**config.mk**
```make
export PLATFORM = sky130hd
export DESIGN_NAME = eth_tx_sched
export DESIGN_NICKNAME = d
export VERILOG_FILES = /design/src/rtl/eth_pkg.sv /design/src/rtl/eth_tx_sched_rr_arb2.sv /design/src/rtl/eth_tx_sched.sv
export SDC_FILE = /design/constraint.sdc
export NUM_CORES = 1
export LEC_CHECK = 0
export ABC_AREA = 0
export BUFFER_PORTS_ARGS = -buffer_cell sky130_fd_sc_hd__buf_2
export CORE_UTILIZATION = 40
export CTS_BUF_LIST = sky130_fd_sc_hd__clkbuf_16
export CTS_CLUSTER_SIZE = 24
export DETAILED_ROUTE_END_ITERATION = 10
export HOLD_SLACK_MARGIN = 0.06
export PLACE_DENSITY_LB_ADDON = 0.12
export SLEW_MARGIN = 20
export SYNTH_ARGS = -nofsm -noshare
export SYNTH_HDL_FRONTEND = slang
export SYNTH_SLANG_ARGS = --single-unit
```
**constraint.sdc**
```tcl
create_clock -name gmii_tx_clk -period 2 [get_ports gmii_tx_clk]
set_clock_uncertainty 0.2 [all_clocks]
set_input_delay 0.2 -clock gmii_tx_clk [delete_from_list [all_inputs] [get_ports gmii_tx_clk]]
set_output_delay 0.2 -clock gmii_tx_clk [all_outputs]
set_load 0.005 [all_outputs]
```
**src/rtl/eth_pkg.sv**
```systemverilog
`default_nettype none
// ---- eth_pkg : shared constants and state encoding for the TX scheduler (rev 1.0) ----
package eth_pkg;

  localparam logic [15:0] ETH_TYPE_ARP  = 16'h0806;
  localparam logic [15:0] ETH_TYPE_IPV4 = 16'h0800;

  localparam int unsigned PORT_ARP = 0;
  localparam int unsigned PORT_UDP = 1;

  typedef enum logic [2:0] {
    IDLE       = 3'd0,
    LOAD       = 3'd1,
    GO         = 3'd2,
    WAIT_START = 3'd3,
    BUSY       = 3'd4,
    IFG        = 3'd5
  } tx_state_e;

endpackage
`default_nettype wire

```
**src/rtl/eth_tx_sched_rr_arb2.sv**
```systemverilog
`default_nettype none
// ---- rr_arb2 : two-input round-robin arbiter, pointer moves past the served port (rev 1.0) ----
module rr_arb2
  import eth_pkg::*;
(
  input  logic       gmii_tx_clk,
  input  logic       rst_n,
  input  logic [1:0] req,
  input  logic       update,
  input  logic       served,
  output logic       win
);

  logic ptr_q;

  assign win = req[ptr_q] ? ptr_q : ~ptr_q;

  always_ff @(posedge gmii_tx_clk or negedge rst_n) begin
    if (!rst_n) begin
      ptr_q <= 1'(PORT_ARP);
    end else if (update) begin
      ptr_q <= ~served;
    end
  end

endmodule
`default_nettype wire

```
**src/rtl/eth_tx_sched.sv**
```systemverilog
`default_nettype none
// ---- eth_tx_sched : arbitrates ARP/UDP frames onto eth_send with IFG and start timeout (rev 1.0) ----
module eth_tx_sched
  import eth_pkg::*;
#(
  parameter int IFG_CYCLES    = 12,
  parameter int START_TIMEOUT = 64,
  parameter int MAX_LEN       = 1500
) (
  input  logic        gmii_tx_clk,
  input  logic        rst_n,
  input  logic [1:0]  req,
  input  logic [15:0] len0,
  input  logic [15:0] len1,
  input  logic [47:0] dmac0,
  input  logic [47:0] dmac1,
  input  logic [7:0]  rddata0,
  input  logic [7:0]  rddata1,
  output logic [1:0]  rdreq,
  output logic [1:0]  grant,
  output logic [1:0]  done,
  output logic [1:0]  err,
  output logic        tx_go,
  output logic [15:0] data_length,
  output logic [47:0] des_mac,
  output logic [15:0] type_length,
  input  logic        fifo_rdreq,
  output logic [7:0]  fifo_rddata,
  input  logic        gmii_tx_en
);

  localparam int CNT_RANGE = (IFG_CYCLES > START_TIMEOUT) ? IFG_CYCLES : START_TIMEOUT;
  localparam int CNT_W     = $clog2(CNT_RANGE) + 1;
  localparam logic [CNT_W-1:0] CNT_SAT    = '1;
  localparam logic [CNT_W-1:0] IFG_LAST   = CNT_W'(IFG_CYCLES - 1);
  localparam logic [CNT_W-1:0] START_LAST = CNT_W'(START_TIMEOUT - 1);
  localparam logic [15:0]      MAX_LEN_W  = 16'(MAX_LEN);

  tx_state_e        state_q, state_d;
  logic             owner_q, win;
  logic [1:0]       grant_q, grant_d, done_q, done_d, err_q, err_d, owner_oh;
  logic [CNT_W-1:0] cnt_q, cnt_d;
  logic             tx_en_q, armed_q, len_bad;

  rr_arb2 u_arb (
    .gmii_tx_clk (gmii_tx_clk),
    .rst_n       (rst_n),
    .req         (req),
    .update      (|done_d),
    .served      (owner_q),
    .win         (win)
  );

  assign owner_oh    = owner_q ? 2'b10 : 2'b01;
  assign len_bad     = (data_length == 16'd0) || (data_length > MAX_LEN_W);
  assign grant       = grant_q;
  assign done        = done_q;
  assign err         = err_q;
  assign rdreq       = grant_q & {2{fifo_rdreq}};
  assign fifo_rddata = grant_q[PORT_UDP] ? rddata1 :
                       grant_q[PORT_ARP] ? rddata0 : 8'h00;

  always_comb begin
    state_d = state_q;
    grant_d = grant_q;
    done_d  = 2'b00;
    err_d   = 2'b00;
    tx_go   = 1'b0;
    cnt_d   = (cnt_q == CNT_SAT) ? cnt_q : cnt_q + 1'b1;
    case (state_q)
      IDLE: begin
        cnt_d = '0;
        if (|req) begin
          state_d = LOAD;
          grant_d = win ? 2'b10 : 2'b01;
        end
      end
      LOAD: begin
        cnt_d = '0;
        if (len_bad) begin
          done_d  = owner_oh;
          err_d   = owner_oh;
          grant_d = 2'b00;
          state_d = IFG;
        end else begin
          state_d = GO;
        end
      end
      GO: begin
        tx_go   = 1'b1;
        state_d = WAIT_START;
      end
      WAIT_START: begin
        // armed_q ensures a MAC enable left high from before GO is not taken as a start
        if (gmii_tx_en && armed_q) begin
          state_d = BUSY;
        end else if (cnt_q >= START_LAST) begin
          done_d  = owner_oh;
          err_d   = owner_oh;
          grant_d = 2'b00;
          cnt_d   = '0;
          state_d = IFG;
        end
      end
      BUSY: begin
        if (tx_en_q && !gmii_tx_en) begin
          done_d  = owner_oh;
          grant_d = 2'b00;
          cnt_d   = '0;
          state_d = IFG;
        end
      end
      IFG: begin
        if (cnt_q >= IFG_LAST) begin
          state_d = IDLE;
        end
      end
      default: state_d = IDLE;
    endcase
  end

  always_ff @(posedge gmii_tx_clk or negedge rst_n) begin
    if (!rst_n) begin
      state_q     <= IDLE;
      owner_q     <= 1'b0;
      grant_q     <= 2'b00;
      done_q      <= 2'b00;
      err_q       <= 2'b00;
      cnt_q       <= '0;
      tx_en_q     <= 1'b0;
      armed_q     <= 1'b0;
      data_length <= 16'd0;
      des_mac     <= 48'd0;
      type_length <= 16'd0;
    end else begin
      state_q <= state_d;
      grant_q <= grant_d;
      done_q  <= done_d;
      err_q   <= err_d;
      cnt_q   <= cnt_d;
      tx_en_q <= gmii_tx_en;
      armed_q <= ((state_q == GO) || (state_q == WAIT_START)) && (armed_q || !gmii_tx_en);
      if ((state_q == IDLE) && (|req)) begin
        owner_q <= win;
        if (win) begin
          data_length <= len1;
          des_mac     <= dmac1;
          type_length <= ETH_TYPE_IPV4;
        end else begin
          data_length <= len0;
          des_mac     <= dmac0;
          type_length <= ETH_TYPE_ARP;
        end
      end
    end
  end

endmodule
`default_nettype wire
```
==> summary.md <==
| Metric | Value |
|---|---|
| Clk pin slew, worst setup/hold paths | 0.06 ns |
| Hold path start | req[0] |
| Ant. Diodes | 0 |
| Part of the power in combinational logic | 0.432 |
| Row count | 37 |
| Remaining DRCs | 0 |
| Pre-Repair DR Iteration Count | 4 |
| Final Cell Area | 0.00718 mm^2 |
| P&R area growth vs syn | 68.1% |
| Initial Util | 0.414 |
| Ys async rst share | 1.00 |
| Die area | around 0.011 mm^2 |
| Hold Fails Final Rpt | 0 |
| Clk Latency, worst-skew pair | approximately 0.32 ns |
| CP peak stage delay | 0.42 ns |
| Pin count of the biggest net entering global routing | 65 |
| Cell Int Power | around 5.2 mW |
| Antenna violations before repair | 0 |
| FF/Latch Area | ~0.0022 mm^2 |
| Worst-path cell chain | a211o_1 > nor4_2 > nand3_2 > a21oi_2 > buf_4 > nor2_1 |
| Hold Crit Depth | 4 |
| Number of routed nets with antenna violations | 0 |
| Leading area contributor after synthesis | dfrtp_1 |
| Max-cap viol count | 0 |
| Min Hold Slack | ~0.11 ns |
| Dominant cell by count in the synthesized netlist | dfrtp_1 |
| Worst IR Drop VDD | ~570 uV |
| GPL Wtd Cong | 0.887 |
| Nets | slightly above 900 |
| Switching Share | 0.371 |
| Worst Setup Path Type | reg2reg |
| CTS H-tree depth | 3 |
| Synth warnings | 0 |
| Setup violators final | 0 |
| Global-route wire length before repair | approximately 23000 um |
| Initial DRC count | approximately 190 |
| Pwr dens | about 1200 mW/mm^2 |
| Crit path DAT | about 1.9 ns |
| DR vias | approximately 4600 |
| Clock Root Buffer | clkbuf_16 |
| Post-synth EDFFs | 0 |
| DP Worst Slack | ~0.10 ns |
| Reg-to-reg startpoint | data_length[10]$_DFFE_PN0P_ |
| Wirelength per Cell | 15.6 um |
| Sequential share of power | 0.370 |
| Mapped Cells | roughly 420 |
| Hold Path Sink | des_mac[9]$_DFFE_PN0P_ |
| Top-area cell type share of the netlist area | 0.504 |
| Die width | approximately 110 um |
| TNS Setup | 0 ns |
| Layout cells sized above 1 | 0.342 |
| Ranking of synthesized cells by area | dfrtp_1 (50%), mux2i_1 (15%), o21ai_0 (7.7%) |
| Total global routing overflow | 0 |
| CP max FO | 5 |
| CP endpoint kind | register |
| Ports | about 250 |
| Switching power | 3.07 mW |
| Core area | ~0.010 mm^2 |
| P_leak | approximately 3.7 nW |
| Clk pwr share | 0.198 |
| Setup slack after layout | ~0.096 ns |
| Post-synth top flop | dfrtp_1 |
| Crit path required time | between 2 and 2.5 ns |
| Final Cycle Share | 0.952 |
| Vias/cell | roughly 5 |
| Total CTS buffers | 9 |
| Total GRT Usage | 0.266 |
| Status | finished, final reports clean |
| Yosys cell types | 44 |
| Worst r2r path cells | 6 |
| Avg Inst Size Synth | about 10 um^2 |
| Critical Path Source Type | register |
| IO Port Bufs | approximately 230 |
| RSZ-0062 raised after global routing | no |
| Reg2reg end | done[0]$_DFF_PN0_ |
| Hold WC Path Type | in2reg |
| Footprint of the multi-input gates | 0.00196 mm^2 |
| CTS tree | done |
| Fin crit period | approximately 1.9 ns |
| Post-synthesis sequential area ratio | 0.504 |
| #FFs+latches synth | 86 |
| Max Clk Rate | between 0.5 and 0.6 GHz |
| Total Wirelength | between 10000 and 15000 um |
| Slowest-stage cell, CP | dfrtp_1 |
| Clk sinks | 86 |
| Vias in the first global route | around 4900 |
| CP top delay family | compound AO/OA/AOI/OAI gates |
| Number of buffers and inverters on the critical path | 1 |
| Clk buf depth | 2 |
| Fillers | ~770 |
| Slew Viols, Final | 0 |
| Detailed Place HPWL | between 8000 and 9000 um |
| R2r setup slk | just under 0.1 ns |
| Die height | around 110 um |
| Synth cell count leaders | dfrtp_1 (86), nand2_1 (75), mux2i_1 (66), o21ai_0 (66), buf_4 (18) |
| Syn Std Cell Area | about 0.0043 mm^2 |
| Area after DPL | about 0.0056 mm^2 |
cell usage in the layout, fill, tap and decap left out, types with 3 or more instances in the layout:
master	synthesis	layout
clkbuf_16	0	9
nor2b_1	5	4
buf_4	18	4
buf_12	0	5
dfrtp_1	86	86
a22o_1	8	8
and2_1	3	3
buf_2	11	232
a21o_1	3	3
o21ai_0	66	66
dlygate4sd3_1	0	130
mux2i_1	66	66
conb_1	1	13
nand2_1	75	75
nor2_1	16	16
o211ai_1	3	3
nand4_1	4	4
nand3_1	7	6
inv_1	3	5
nor4_1	3	3
a21oi_1	6	6
area by class of cell:
cell class / instances / share of cell area
tap: 136 / 0.0237
timing repair buffer: 371 / 0.361
clock inverter: 7 / 0.00924
multi-input combinational: 308 / 0.273
inverter: 3 / 0.00157
sequential: 86 / 0.300
clock buffer: 9 / 0.0314
cell families (layout without fill, tap and decap cells):
logic type / Yosys count / after routing / synth area share
fa+ha+maj: 1 / 1 / 0.00293
simple gates: 126 / 126 / 0.136
xor+xnor: 4 / 4 / 0.00821
other cells: 1 / 13 / 0.000878
buf+inv: 42 / 390 / 0.0560
flops: 86 / 86 / 0.504
compound gates: 98 / 98 / 0.137
mux: 66 / 66 / 0.155
per-layer routing:
layer / GRT usage / part of all wire / routed length (um)
met5: 0 / 0 / 0
met2: 0.463 / 0.50 / 7250
met1: 0.297 / 0.39 / 5570
met3: 0.0569 / 0.061 / 871
met4: 0.164 / 0.049 / 701
state kept, by name, indices dropped and copies added (netlist names):
register and count:
u_arb.ptr_q 1, tx_en_q 1, cnt_q 7, grant 2
state_q 3, des_mac 48, done 2, armed_q 1
owner_q 1, err 2, data_length 16, type_length 2
how the worst max path moves through the flow:
stage	to	depth (start not counted)	slack [ns]	from
2_1_floorplan	u_arb.ptr_q$_DFFE_PN0P_	6	0.19	cnt_q[0]$_DFF_PN0_
6_report	done[0]$_DFF_PN0_	6	0.1	data_length[10]$_DFFE_PN0P_
4_1_cts	u_arb.ptr_q$_DFFE_PN0P_	6	0.09	cnt_q[0]$_DFF_PN0_
5_1_grt	u_arb.ptr_q$_DFFE_PN0P_	5	0.003	data_length[10]$_DFFE_PN0P_
3_5_place_dp	u_arb.ptr_q$_DFFE_PN0P_	6	0.10	cnt_q[0]$_DFF_PN0_
3_3_place_gp	u_arb.ptr_q$_DFFE_PN0P_	6	0.16	cnt_q[0]$_DFF_PN0_
per-stage QoR:
| step | cells | utilization | total power, mW |
|---|---|---|---|
| CTS | 918 | 0.692 | 8.22 |
| global route | 920 | 0.695 | 8.87 |
| global placement | 773 | 0.539 | 6.29 |
| detailed placement | 773 | 0.539 | 6.39 |
| finish | 920 | 0.695 | 8.26 |
| floorplan | 436 | - | 4.94 |
timing repair:
action                                  in CTS  in global routing
endpoints found under the hold margin      131                  1
hold buffers                               129                  1
gates resized for setup                      1                  2
setup buffers                                0                  1
pin swaps                                    0                  1
endpoints found under the setup margin       1                  1
power by group through the flow:
stage	Clock (mW)	Combinational [mW]	Sequential, mW
final	1.63	3.57	3.05
after global routing	1.75	3.95	3.17
after global placement	0	3.26	3.03
after floorplan	0	1.92	3.02
after detailed placement	0	3.32	3.06
after CTS	1.66	3.51	3.05
worst register-to-register path, stage by stage (launching register included):
cell,delay [ns]
dfrtp_1,0.42
a211o_1,0.33
nor4_2,0.25
nand3_2,0.18
a21oi_2,0.23
buf_4,0.14
nor2_1,0.03
Power figures use the tool's default switching activity.
